### src/rtl/reflex_pkg.sv
// Shared definitions for the reflex trainer: sequencer states, LFSR constants
// and default timing values.
package reflex_pkg;

  typedef enum logic [2:0] {
    S_IDLE,
    S_WAIT_DELAY,
    S_SHOW,
    S_RESULT,
    S_DONE
  } state_t;

  localparam logic [15:0] LFSR_SEED = 16'hACE1;
  // Feedback taps 16,14,13,11 (1-based) -> bits 15,13,12,10
  localparam logic [15:0] LFSR_TAPS = 16'hB400;

  localparam int DEF_TICK_DIV     = 100000;
  localparam int DEF_DELAY_MIN_MS = 500;
  localparam int DEF_TIMEOUT_MS   = 1500;
  localparam int DEF_BALL_R       = 16;
  localparam int DEF_ROUNDS       = 10;

endpackage

### src/rtl/ms_tick_gen.sv
// Millisecond prescaler: one-cycle tick every TICK_DIV clocks, counting the
// clear cycle as the first clock of a fresh interval.
module ms_tick_gen #(
  parameter int TICK_DIV = 100000
) (
  input  logic clk,
  input  logic rst,
  input  logic clear,
  output logic tick
);

  localparam int W = (TICK_DIV > 1) ? $clog2(TICK_DIV) : 1;
  localparam logic [W-1:0] LAST  = W'(TICK_DIV - 1);
  localparam logic [W-1:0] FIRST = (TICK_DIV > 1) ? W'(1) : '0;

  logic [W-1:0] r_cnt;

  always_comb tick = clear ? (TICK_DIV == 1) : (r_cnt == LAST);

  always_ff @(posedge clk or posedge rst) begin
    if (rst)               r_cnt <= '0;
    else if (clear)        r_cnt <= FIRST;
    else if (r_cnt == LAST) r_cnt <= '0;
    else                   r_cnt <= r_cnt + 1'b1;
  end

endmodule

### src/rtl/reflex_round_ctrl.sv
// Reflex trainer game sequencer: random delay, random target placement,
// click hit-testing, reaction timing and hit/miss tallies over a fixed round count.
module reflex_round_ctrl
  import reflex_pkg::*;
#(
  parameter int TICK_DIV     = DEF_TICK_DIV,
  parameter int DELAY_MIN_MS = DEF_DELAY_MIN_MS,
  parameter int TIMEOUT_MS   = DEF_TIMEOUT_MS,
  parameter int BALL_R       = DEF_BALL_R,
  parameter int ROUNDS       = DEF_ROUNDS
) (
  input  logic        clk,
  input  logic        rst,
  input  logic        start,
  input  logic        abort,
  input  logic [9:0]  mouse_x,
  input  logic [9:0]  mouse_y,
  input  logic        mouse_left,
  output logic        ball_active,
  output logic [9:0]  ball_x,
  output logic [9:0]  ball_y,
  output logic [11:0] rt_ms,
  output logic        rt_valid,
  output logic [3:0]  hits,
  output logic [3:0]  misses,
  output logic        game_done
);

  localparam logic signed [10:0] LP_R  = 11'(BALL_R);
  localparam logic signed [10:0] LP_RN = 11'(-BALL_R);

  state_t       r_state, r_state_d;
  logic [15:0]  r_lfsr;
  logic [15:0]  r_ms_cnt, r_delay_ms;
  logic [9:0]   r_ball_x, r_ball_y;
  logic         r_ball_active, r_rt_valid, r_game_done, r_ml_d;
  logic [11:0]  r_rt_ms;
  logic [3:0]   r_hits, r_misses, r_round_cnt;

  logic         w_entry, w_tick, w_click, w_in_box, w_timeout, w_delay_done;
  logic [15:0]  w_ms_cur, w_ms_next, w_delay_new;
  logic [9:0]   w_x_new, w_y_new;
  logic signed [10:0] w_dx, w_dy;

  // A state change is visible as r_state != r_state_d during the first cycle
  // of the new state; that cycle restarts both prescaler and ms count.
  assign w_entry   = (r_state != r_state_d);
  assign w_ms_cur  = w_entry ? '0 : r_ms_cnt;
  assign w_ms_next = w_ms_cur + 16'd1;

  ms_tick_gen #(.TICK_DIV(TICK_DIV)) u_tick (
    .clk   (clk),
    .rst   (rst),
    .clear (w_entry),
    .tick  (w_tick)
  );

  assign w_delay_done = w_tick && (w_ms_next >= r_delay_ms);
  assign w_timeout    = w_tick && (w_ms_next >= 16'(TIMEOUT_MS));
  assign w_click      = mouse_left & ~r_ml_d;

  assign w_dx     = $signed({1'b0, mouse_x}) - $signed({1'b0, r_ball_x});
  assign w_dy     = $signed({1'b0, mouse_y}) - $signed({1'b0, r_ball_y});
  assign w_in_box = (w_dx <= LP_R) && (w_dx >= LP_RN) && (w_dy <= LP_R) && (w_dy >= LP_RN);

  assign w_delay_new = 16'(DELAY_MIN_MS) + {6'b0, r_lfsr[9:0]};
  assign w_x_new     = 10'(BALL_R) + {1'b0, r_lfsr[8:0]};
  assign w_y_new     = 10'(BALL_R) + {2'b0, r_lfsr[15:8]} + {3'b0, r_lfsr[15:9]};

  always_ff @(posedge clk or posedge rst) begin
    if (rst) begin
      r_state       <= S_IDLE;
      r_state_d     <= S_IDLE;
      r_lfsr        <= LFSR_SEED;
      r_ms_cnt      <= '0;
      r_delay_ms    <= '0;
      r_ball_x      <= '0;
      r_ball_y      <= '0;
      r_ball_active <= 1'b0;
      r_rt_valid    <= 1'b0;
      r_game_done   <= 1'b0;
      r_ml_d        <= 1'b0;
      r_rt_ms       <= '0;
      r_hits        <= '0;
      r_misses      <= '0;
      r_round_cnt   <= '0;
    end else begin
      r_lfsr     <= {r_lfsr[14:0], ^(r_lfsr & LFSR_TAPS)};
      r_state_d  <= r_state;
      r_ml_d     <= mouse_left;
      r_ms_cnt   <= w_ms_cur + {15'b0, w_tick};
      r_rt_valid <= 1'b0;
      if (abort) begin
        r_state       <= S_IDLE;
        r_ball_active <= 1'b0;
        r_game_done   <= 1'b0;
      end else begin
        unique case (r_state)
          S_IDLE, S_DONE: begin
            if (start) begin
              r_state     <= S_WAIT_DELAY;
              r_game_done <= 1'b0;
              r_hits      <= '0;
              r_misses    <= '0;
              r_rt_ms     <= '0;
              r_round_cnt <= '0;
              r_delay_ms  <= w_delay_new;
              r_ball_x    <= w_x_new;
              r_ball_y    <= w_y_new;
            end
          end
          S_WAIT_DELAY: begin
            if (w_delay_done) begin
              r_state       <= S_SHOW;
              r_ball_active <= 1'b1;
            end
          end
          S_SHOW: begin
            if (w_click && w_in_box) begin
              r_state       <= S_RESULT;
              r_ball_active <= 1'b0;
              r_rt_valid    <= 1'b1;
              r_hits        <= r_hits + 4'd1;
              r_round_cnt   <= r_round_cnt + 4'd1;
              r_rt_ms       <= (w_ms_cur > 16'd4095) ? 12'hFFF : w_ms_cur[11:0];
            end else if (w_click || w_timeout) begin
              r_state       <= S_RESULT;
              r_ball_active <= 1'b0;
              r_misses      <= r_misses + 4'd1;
              r_round_cnt   <= r_round_cnt + 4'd1;
            end
          end
          S_RESULT: begin
            if (r_round_cnt == 4'(ROUNDS)) begin
              r_state     <= S_DONE;
              r_game_done <= 1'b1;
            end else begin
              r_state    <= S_WAIT_DELAY;
              r_delay_ms <= w_delay_new;
              r_ball_x   <= w_x_new;
              r_ball_y   <= w_y_new;
            end
          end
          default: r_state <= S_IDLE;
        endcase
      end
    end
  end

  assign ball_active = r_ball_active;
  assign ball_x      = r_ball_x;
  assign ball_y      = r_ball_y;
  assign rt_ms       = r_rt_ms;
  assign rt_valid    = r_rt_valid;
  assign hits        = r_hits;
  assign misses      = r_misses;
  assign game_done   = r_game_done;

endmodule

### config.mk
export PLATFORM = sky130hd
export DESIGN_NAME = reflex_round_ctrl
export DESIGN_NICKNAME = d
export VERILOG_FILES = /design/src/rtl/reflex_pkg.sv /design/src/rtl/ms_tick_gen.sv /design/src/rtl/reflex_round_ctrl.sv
export SDC_FILE = /design/constraint.sdc
export NUM_CORES = 1
export LEC_CHECK = 0
export BUFFER_PORTS_ARGS = -buffer_cell sky130_fd_sc_hd__buf_2
export CORE_UTILIZATION = 55
export DETAILED_ROUTE_END_ITERATION = 8
export PLACE_DENSITY = 0.87
export SLEW_MARGIN = 20
export SYNTH_ARGS = -nofsm -noshare
export SYNTH_HDL_FRONTEND = slang
export SYNTH_SLANG_ARGS = --single-unit
### constraint.sdc
create_clock -name clk -period 5.35 [get_ports clk]
set_clock_uncertainty 0.2 [all_clocks]
set_input_delay 0.535 -clock clk [delete_from_list [all_inputs] [get_ports clk]]
set_output_delay 0.535 -clock clk [all_outputs]
set_load 0.03 [all_outputs]
==> impl_metrics.csv, run 1 <==
group,metric,value,unit
worst_hold_path,hold_path.class,"input port to register",
cells_and_area,n_antenna_cell,0,
floorplanning,die_w,114,um
sta,setup_viol,0,
clock_tree,cts_inserted_buffers,9,
yosys,yosys.cell_types.count,71,
worst_setup_path,setup.worst_path.class,"register to register",
sta,sum_neg_setup_slack,0,ps
route,routed_wire_length_per_instance,14.7,um
yosys,syn-num-nets,845,
clock_tree,worstSkewPairLatency,350,ps
place,post-place-cells,965,
yosys,ys_seq_area_share,40.1,%
sta,setup_ws,1120,ps
cells_and_area,layout-drive-gt1-share,13.9,%
place,total_half_perimeter_wirelength_after_legalization_and_detailed_placement,10.3,mm
worst_setup_path,regToRegStartpoint,"r_state[0]$_DFFE_PP0P_",
sta,tightest_pin_transition,965,ps
cells_and_area,fin_cells,981,
worst_hold_path,min_delay_path_depth,1,
pwr,internal_power,1.33,mW
worst_hold_path,holdCritStartpoint,"mouse_left",
grt,wire_length_of_the_first_global_routing_pass,24.6,mm
grt,groute.usage.overall,23.4,%
grt,grt.overflow.total,0,
place,preCtsSetupSlack,1260,ps
floorplanning,core,12200,um^2
pwr,power.static_leakage,3.63,nW
clock_tree,clk_pin_slew_worst_paths,70,ps
cells_and_area,nNetsFinal,893,
place,io_buffers,66,
clock_tree,htree_num_levels,3,
yosys,synth-edff-count,0,
place,place_congestion,0.882,
sta,min_period_over_period,79.1,%
yosys,synth_async_sr_flop_share,100,%
yosys,synth_top_cells_by_count,"103 x dfrtp_1, 66 x inv_1, 61 x nor2_1",
clock_tree,clock-root-buffer,"clkbuf_16",
sta,hold_viol_final,0,
yosys,synthMostInstantiatedCell,"dfrtp_1",
yosys,netlist_area,6940,um^2
route,remaining_drc_errors,0,
yosys,syn_inst,760,
pwr,ir_worst_vdd,225,uV
route,final_antenna_net_count,0,
floorplanning,fp.dieArea,13100,um^2
worst_setup_path,crit_path_end_kind,"register",
sta,setup_repair_after_global_routing_missed_its_margin,"false",
yosys,synth-main-ff-cell,"dfrtp_1",
yosys,synth-seq-cells,111,
sta,layout_min_cycle_time,4230,ps
sta,worst_hold_slack,110,ps
pwr,clock_power_share,37.6,%
worst_setup_path,critical_path_buf_inv_count,0,
worst_setup_path,reg2reg_setup_slack,1120,ps
worst_setup_path,worst_ep_arrival_time,4310,ps
sta,timing.max_slew.rel_slack,35.7,%
worst_setup_path,worstRegToRegCells,16,
worst_setup_path,crit_path_start_kind,"register",
worst_setup_path,critPathSlowestCell,"nor3_2",
floorplanning,ios,68,
floorplanning,die_span_y,114,um
route,drt-total-wl,14.5,mm
route,drtPass1Iterations,5,
worst_setup_path,worst_flop_to_flop_path_endpoint,"r_state[0]$_DFFE_PP0P_",
pwr,power.switching,0.487,mW
sta,slew_violations,0,
yosys,synth_largest_area_cell,"dfrtp_1",
floorplanning,initial_cell_density_of_the_core,57.1,%
clock_tree,cts_post_setup_buffers_inserted,0,
grt,grt_pass1_vias,5343,
route,via_count,5624,
worst_setup_path,crit_chain,"xor2_1, nor3_2, and2_1, ha_1, nand3_1, xor2_1, nor2_1, ha_1, a21o_1, a211oi_1, o21ai_0, o211ai_1, a21oi_1, o31a_1, nand2b_1, a21oi_1",
clock_tree,max-clock-path-buffers,2,
worst_setup_path,cpPeakStageDelay,510,ps
clock_tree,clock_tree_from_tritoncts,"built",
sta,maxClockFrequency,236,MHz
pwr,power_density,238,nW/um^2
flow_run,max_cap_viol_count,0,
yosys,mean_instance_size_in_the_synthesized_netlist,9.14,um^2
yosys,netlist.area_leader.share,37.1,%
pwr,power.combinational.fraction,14.0,%
worst_hold_path,hold_ep,"r_ml_d$_DFF_PP0_",
pwr,power.share.switching,26.8,%
status,outcome,"finished, final reports clean",
route,post_drt_via_cell_ratio,5.73,
cells_and_area,synthToLayoutAreaGrowth,10.2,%
grt,antenna_found_initial,0,
floorplanning,rows,40,
worst_setup_path,worst-path-max-fanout,9,
clock_tree,post_cts_hold_buffer_count,0,
grt,largest_net_degree_at_the_start_of_global_routing,69,
worst_setup_path,timing.critical_path.max_delay_family,"compound AO/OA/AOI/OAI gates",
clock_tree,cts_resized,0,
worst_setup_path,critPathRequiredTime,5430,ps
pwr,portion_of_total_power_attributed_to_sequential_cells,48.4,%
clock_tree,clkSinkCount,111,
yosys,synthTopCellsByArea,"dfrtp_1 37%, ha_1 10%, xor2_1 4.8%",
yosys,number_of_warnings_reported_in_the_yosys_synthesis_log,0,
route,drtIter0Drc,347,
[through the flow]
step,power [mW],cell area [um^2],utilization (%)
final,1.82,7650,62.9
after global placement,1.14,7350,60.4
after floorplan,1.08,6940,-
after global routing,1.89,7650,62.9
after CTS,1.83,7650,62.9
after detailed placement,1.15,7350,60.4
[layer usage]
metal  vias up  track usage [%]  part of all wire [%]
met5         -                0                     0
met4         0             5.63                   1.2
met3        18             4.08                   4.9
met2       168             39.5                    48
met1      2704             31.3                    45
li1       2734                -                     -
[how the worst max path moves through the flow]
| stage | start | endpoint | cells after the start |
|---|---|---|---|
| after floorplan | r_state[0]$_DFFE_PP0P_ | r_state[0]$_DFFE_PP0P_ | 19 |
| after global placement | mouse_x[0] | hits[0]$_DFFE_PP0P_ | 13 |
| after detailed placement | r_state[0]$_DFFE_PP0P_ | r_state[0]$_DFFE_PP0P_ | 16 |
| after CTS | r_state[0]$_DFFE_PP0P_ | r_state[0]$_DFFE_PP0P_ | 16 |
| after global routing | r_state[0]$_DFFE_PP0P_ | r_state[0]$_DFFE_PP0P_ | 16 |
| final | r_state[0]$_DFFE_PP0P_ | r_state[0]$_DFFE_PP0P_ | 16 |
[sequential cells by signal, indices dropped and copies added (netlist names), 3 cells and up]
| name | count |
|---|---|
| ball_x | 10 |
| ball_y | 9 |
| hits | 4 |
| misses | 4 |
| r_delay_ms | 9 |
| r_lfsr | 16 |
| r_ms_cnt | 16 |
| r_round_cnt | 4 |
| r_state | 3 |
| r_state_d | 3 |
| rt_ms | 12 |
| u_tick.r_cnt | 17 |
[logic make-up after synthesis]
kind of cell | share of synthesized area (%)
muxes | 0.739
buffers and inverters | 6.00
AOI/OAI and AO/OA | 15.1
and+or+nand+nor | 18.3
adders and majority gates | 11.3
xor gates and xnor gates | 8.32
DFF | 40.1
other | 0.0540
[power by group through the flow]
stage               sequential [mW]  combinational (mW)  clock (mW)
floorplan                     0.900               0.183           0
global placement              0.894               0.243           0
detailed placement            0.896               0.251           0
CTS                           0.880               0.255       0.695
global route                  0.883               0.286       0.725
finish                        0.881               0.254       0.685
[cells in the final DEF (no fill, tap or decap), types with 14 or more instances in the layout]
| cell type | netlist | final |
|---|---|---|
| o21ai_0 | 50 | 50 |
| nor2_1 | 61 | 61 |
| inv_1 | 66 | 65 |
| xnor2_1 | 28 | 28 |
| nand3_1 | 24 | 24 |
| nand2_1 | 58 | 58 |
| dfrtp_1 | 103 | 103 |
| o22ai_1 | 16 | 16 |
| buf_2 | 1 | 66 |
| xor2_1 | 38 | 38 |
| a21oi_1 | 42 | 41 |
| nand2b_1 | 14 | 14 |
| ha_1 | 57 | 57 |
[area by class of cell]
cell class	instances	area, um^2
Fill cell	963	4510
Sequential cell	111	2790
Inverter	66	250
Clock inverter	6	65.1
Tap cell	168	210
Clock buffer	10	239
Multi-Input combinational cell	551	3750
Timing Repair Buffer	69	353
[worst register-to-register path: stages, from the launching register on]
cell      delay [ps]
dfrtp_1          470
xor2_1           200
nor3_2           510
and2_1           310
ha_1             410
nand3_1          150
xor2_1           170
nor2_1            60
ha_1             330
a21o_1           190
a211oi_1         230
o21ai_0          140
o211ai_1         130
a21oi_1          100
o31a_1           280
nand2b_1         150
a21oi_1          140
Note: power is estimated with default switching activity, not from simulation.
==> run 2, diff against run 1 <==
--- a/config.mk
+++ b/config.mk
@@ -6,9 +6,9 @@
 export NUM_CORES = 1
 export LEC_CHECK = 0
 export BUFFER_PORTS_ARGS = -buffer_cell sky130_fd_sc_hd__buf_2
-export CORE_UTILIZATION = 55
+export CORE_UTILIZATION = 54
 export DETAILED_ROUTE_END_ITERATION = 8
-export PLACE_DENSITY = 0.87
+export PLACE_DENSITY = 0.89
 export SLEW_MARGIN = 20
 export SYNTH_ARGS = -nofsm -noshare
 export SYNTH_HDL_FRONTEND = slang
==> constraint.sdc (replaced) <==
create_clock -name clk -period 3.7 [get_ports clk]
set_clock_uncertainty 0.2 [all_clocks]
set_input_delay 0.37 -clock clk [delete_from_list [all_inputs] [get_ports clk]]
set_output_delay 0.37 -clock clk [all_outputs]
set_load 0.03 [all_outputs]
==> run 2 against run 1 <==
Net effect: first-iteration DRC count grew 13%; sequential power grew 44%; global-route usage is essentially flat; final area grew 2.6%; critical endpoint is now misses[2]$_DFFE_PP0P_; largest cell class unchanged; largest power group unchanged.
==> impl_metrics.csv, run 2 (synthesis gave the netlist of run 1 again) <==
group,metric,value,unit
grt,met3_usage,4.32,%
worst_setup_path,crit_chain,"ha_1, inv_1, fa_2, a211oi_2, nor3b_1, or3_1, a22o_1, or4_4, o21ai_4, o211ai_4, buf_4, and2_2, a31o_2",
place,place_congestion,0.895,
grt,grt_pass1_vias,5305,
cells_and_area,n_antenna_cell,0,
sta,setup_viol,0,
grt,grt.overflow.total,0,
route,final_antenna_net_count,0,
cells_and_area,final_cell_mix,"103 x dfrtp_1, 66 x buf_2, 65 x inv_1",
worst_setup_path,worst_ep_arrival_time,3580,ps
cells_and_area,n_fill_cell,1025,
cells_and_area,largestRegisters,"u_tick.r_cnt x17, r_lfsr x16, r_ms_cnt x16",
cells_and_area,most_frequent_standard_cell_in_the_layout_excluding_fill_and_tap_cells,"dfrtp_1",
sta,hold_viol_final,0,
sta,timing.max_slew.rel_slack,43.3,%
worst_setup_path,crit_path_end_kind,"register",
pwr,power.static_leakage,3.73,nW
grt,antenna_found_initial,0,
clock_tree,clkSinkCount,111,
grt,groute.layer.met2.usage,38.6,%
worst_setup_path,critPathRequiredTime,3740,ps
grt,wire_length_of_the_first_global_routing_pass,24.9,mm
clock_tree,clock_tree_from_tritoncts,"built",
grt,largest_net_degree_at_the_start_of_global_routing,62,
floorplanning,initial_cell_density_of_the_core,55.3,%
worst_setup_path,crit_path_start_kind,"register",
cells_and_area,largest_reg_flops,17,
clock_tree,worstSkewPairLatency,350,ps
place,io_buffers,66,
route,routed_wire_length_per_instance,15.0,um
clock_tree,htree_num_levels,3,
worst_setup_path,setup.worst_path.class,"register to register",
worst_setup_path,cpPeakStageDelay,500,ps
sta,slew_violations,0,
pwr,ir_worst_vdd,255,uV
floorplanning,ios,68,
route,drtPass1Iterations,5,
route,via_count,5677,
worst_setup_path,critical_path_buf_inv_count,2,
sta,setup_ws,159,ps
floorplanning,die_w,115,um
route,remaining_drc_errors,0,
clock_tree,clock-root-buffer,"clkbuf_16",
grt,met1_usage,30.5,%
route,drtIter0Drc,393,
floorplanning,rows,41,
clock_tree,max-clock-path-buffers,2,
sta,min_period_over_period,95.7,%
worst_setup_path,timing.critical_path.max_delay_family,"simple AND/OR/NAND/NOR gates",
worst_setup_path,critPathSlowestCell,"or4_4",
pwr,power_density,332,nW/um^2
place,preCtsSetupSlack,-83.1,ps
floorplanning,fp.dieArea,13300,um^2
floorplanning,die_span_y,115,um
cells_and_area,largest-register,"u_tick.r_cnt",
status,outcome,"finished, final reports clean",
grt,top_usage_layer,"met2",
sta,layout_min_cycle_time,3540,ps
worst_hold_path,hold_path.class,"input port to register",
worst_setup_path,worst-path-max-fanout,8,
grt,groute.usage.overall,23.4,%
cells_and_area,synthToLayoutAreaGrowth,13.0,%
clock_tree,cts_inserted_buffers,9,
sta,setup_repair_after_global_routing_missed_its_margin,"false",
sta,maxClockFrequency,282,MHz
flow_run,max_cap_viol_count,0,
floorplanning,core,12600,um^2
place,total_half_perimeter_wirelength_after_legalization_and_detailed_placement,10.7,mm
clock_tree,clk_pin_slew_worst_paths,70,ps
cells_and_area,layout.core_utilization,62.5,%
cells_and_area,layout-drive-gt1-share,16.0,%
sta,tightest_pin_transition,850,ps
route,post_drt_via_cell_ratio,5.66,
route,drt-total-wl,15.1,mm
cells_and_area,nNetsFinal,911,
[run 2: cell type report]
class                   count  area [um^2]  share of cell area [%]
flip-flops and latches    111         2790                    35.5
well taps                 172          215                    2.74
repair buffers             87          518                    6.60
clock buffers              12          236                    3.01
clock inverters             4         55.1                   0.701
inverters                  66          250                    3.19
multi-input cells         551         3790                    48.2
[run 2: repair_timing]
action / 4_1_cts / 5_1_grt
hold buffers: 2 / 0
resized for setup: 1 / 8
pin swaps: 0 / 3
endpoints found under the hold margin: 46 / 0
buffers inserted: 0 / 5
setup endpoints to repair: 3 / 23
[run 2: per-stage QoR]
| step | area (um^2) | TNS (ps) | hold WS (ps) | total power [mW] | instances |
|---|---|---|---|---|---|
| floorplan | 6950 | 0 | 152 | 1.57 | 760 |
| global placement | 7460 | 0 | 163 | 1.65 | 980 |
| detailed placement | 7460 | -936 | 169 | 1.66 | 980 |
| CTS | 7780 | 0 | 155 | 2.62 | 998 |
| global route | 7850 | 0 | 190 | 2.73 | 1003 |
| finish | 7850 | 0 | 163 | 2.61 | 1003 |
[run 2: worst paths after layout]
path | start | slack (ps) | endpoint | cells after the start
worst max register to register | ball_y[0]$_DFFE_PP0P_ | 160 | misses[2]$_DFFE_PP0P_ | 13
worst max-delay path | ball_y[0]$_DFFE_PP0P_ | 160 | misses[2]$_DFFE_PP0P_ | 13
min in group asynchronous | rst | 500 | u_tick.r_cnt[14]$_DFF_PP0_ | 3
worst min register to register | r_lfsr[5]$_DFF_PP1_ | 190 | r_lfsr[6]$_DFF_PP1_ | 0
worst min-delay path | abort | 160 | r_state[2]$_DFFE_PP0P_ | 2
max in group asynchronous | rst | 2070 | misses[0]$_DFFE_PP0P_ | 4
[run 2: metal layers]
metal  vias up  wire, um  part of all wire [%]
met5         -         0                     0
li1       2774         -                     -
met3        37       736                   4.9
met2       171      7340                    49
met4         0       377                   2.5
met1      2695      6620                    44
[run 2: report_power, final]
| part | switching [mW] | internal, mW | total [mW] |
|---|---|---|---|
| clock | 0.427 | 0.530 | 0.957 |
| sequential | 0.0214 | 1.25 | 1.27 |
| combinational | 0.241 | 0.142 | 0.382 |
| total | 0.689 | 1.92 | 2.61 |
[run 2: worst reg2reg max path: cells and delay by family (launching register included)]
kind / cells / cell delay [ps]
compound gates: 5 / 1000
flops: 1 / 360
fa+ha+maj: 2 / 550
simple gates: 4 / 1100
buf+inv: 2 / 230
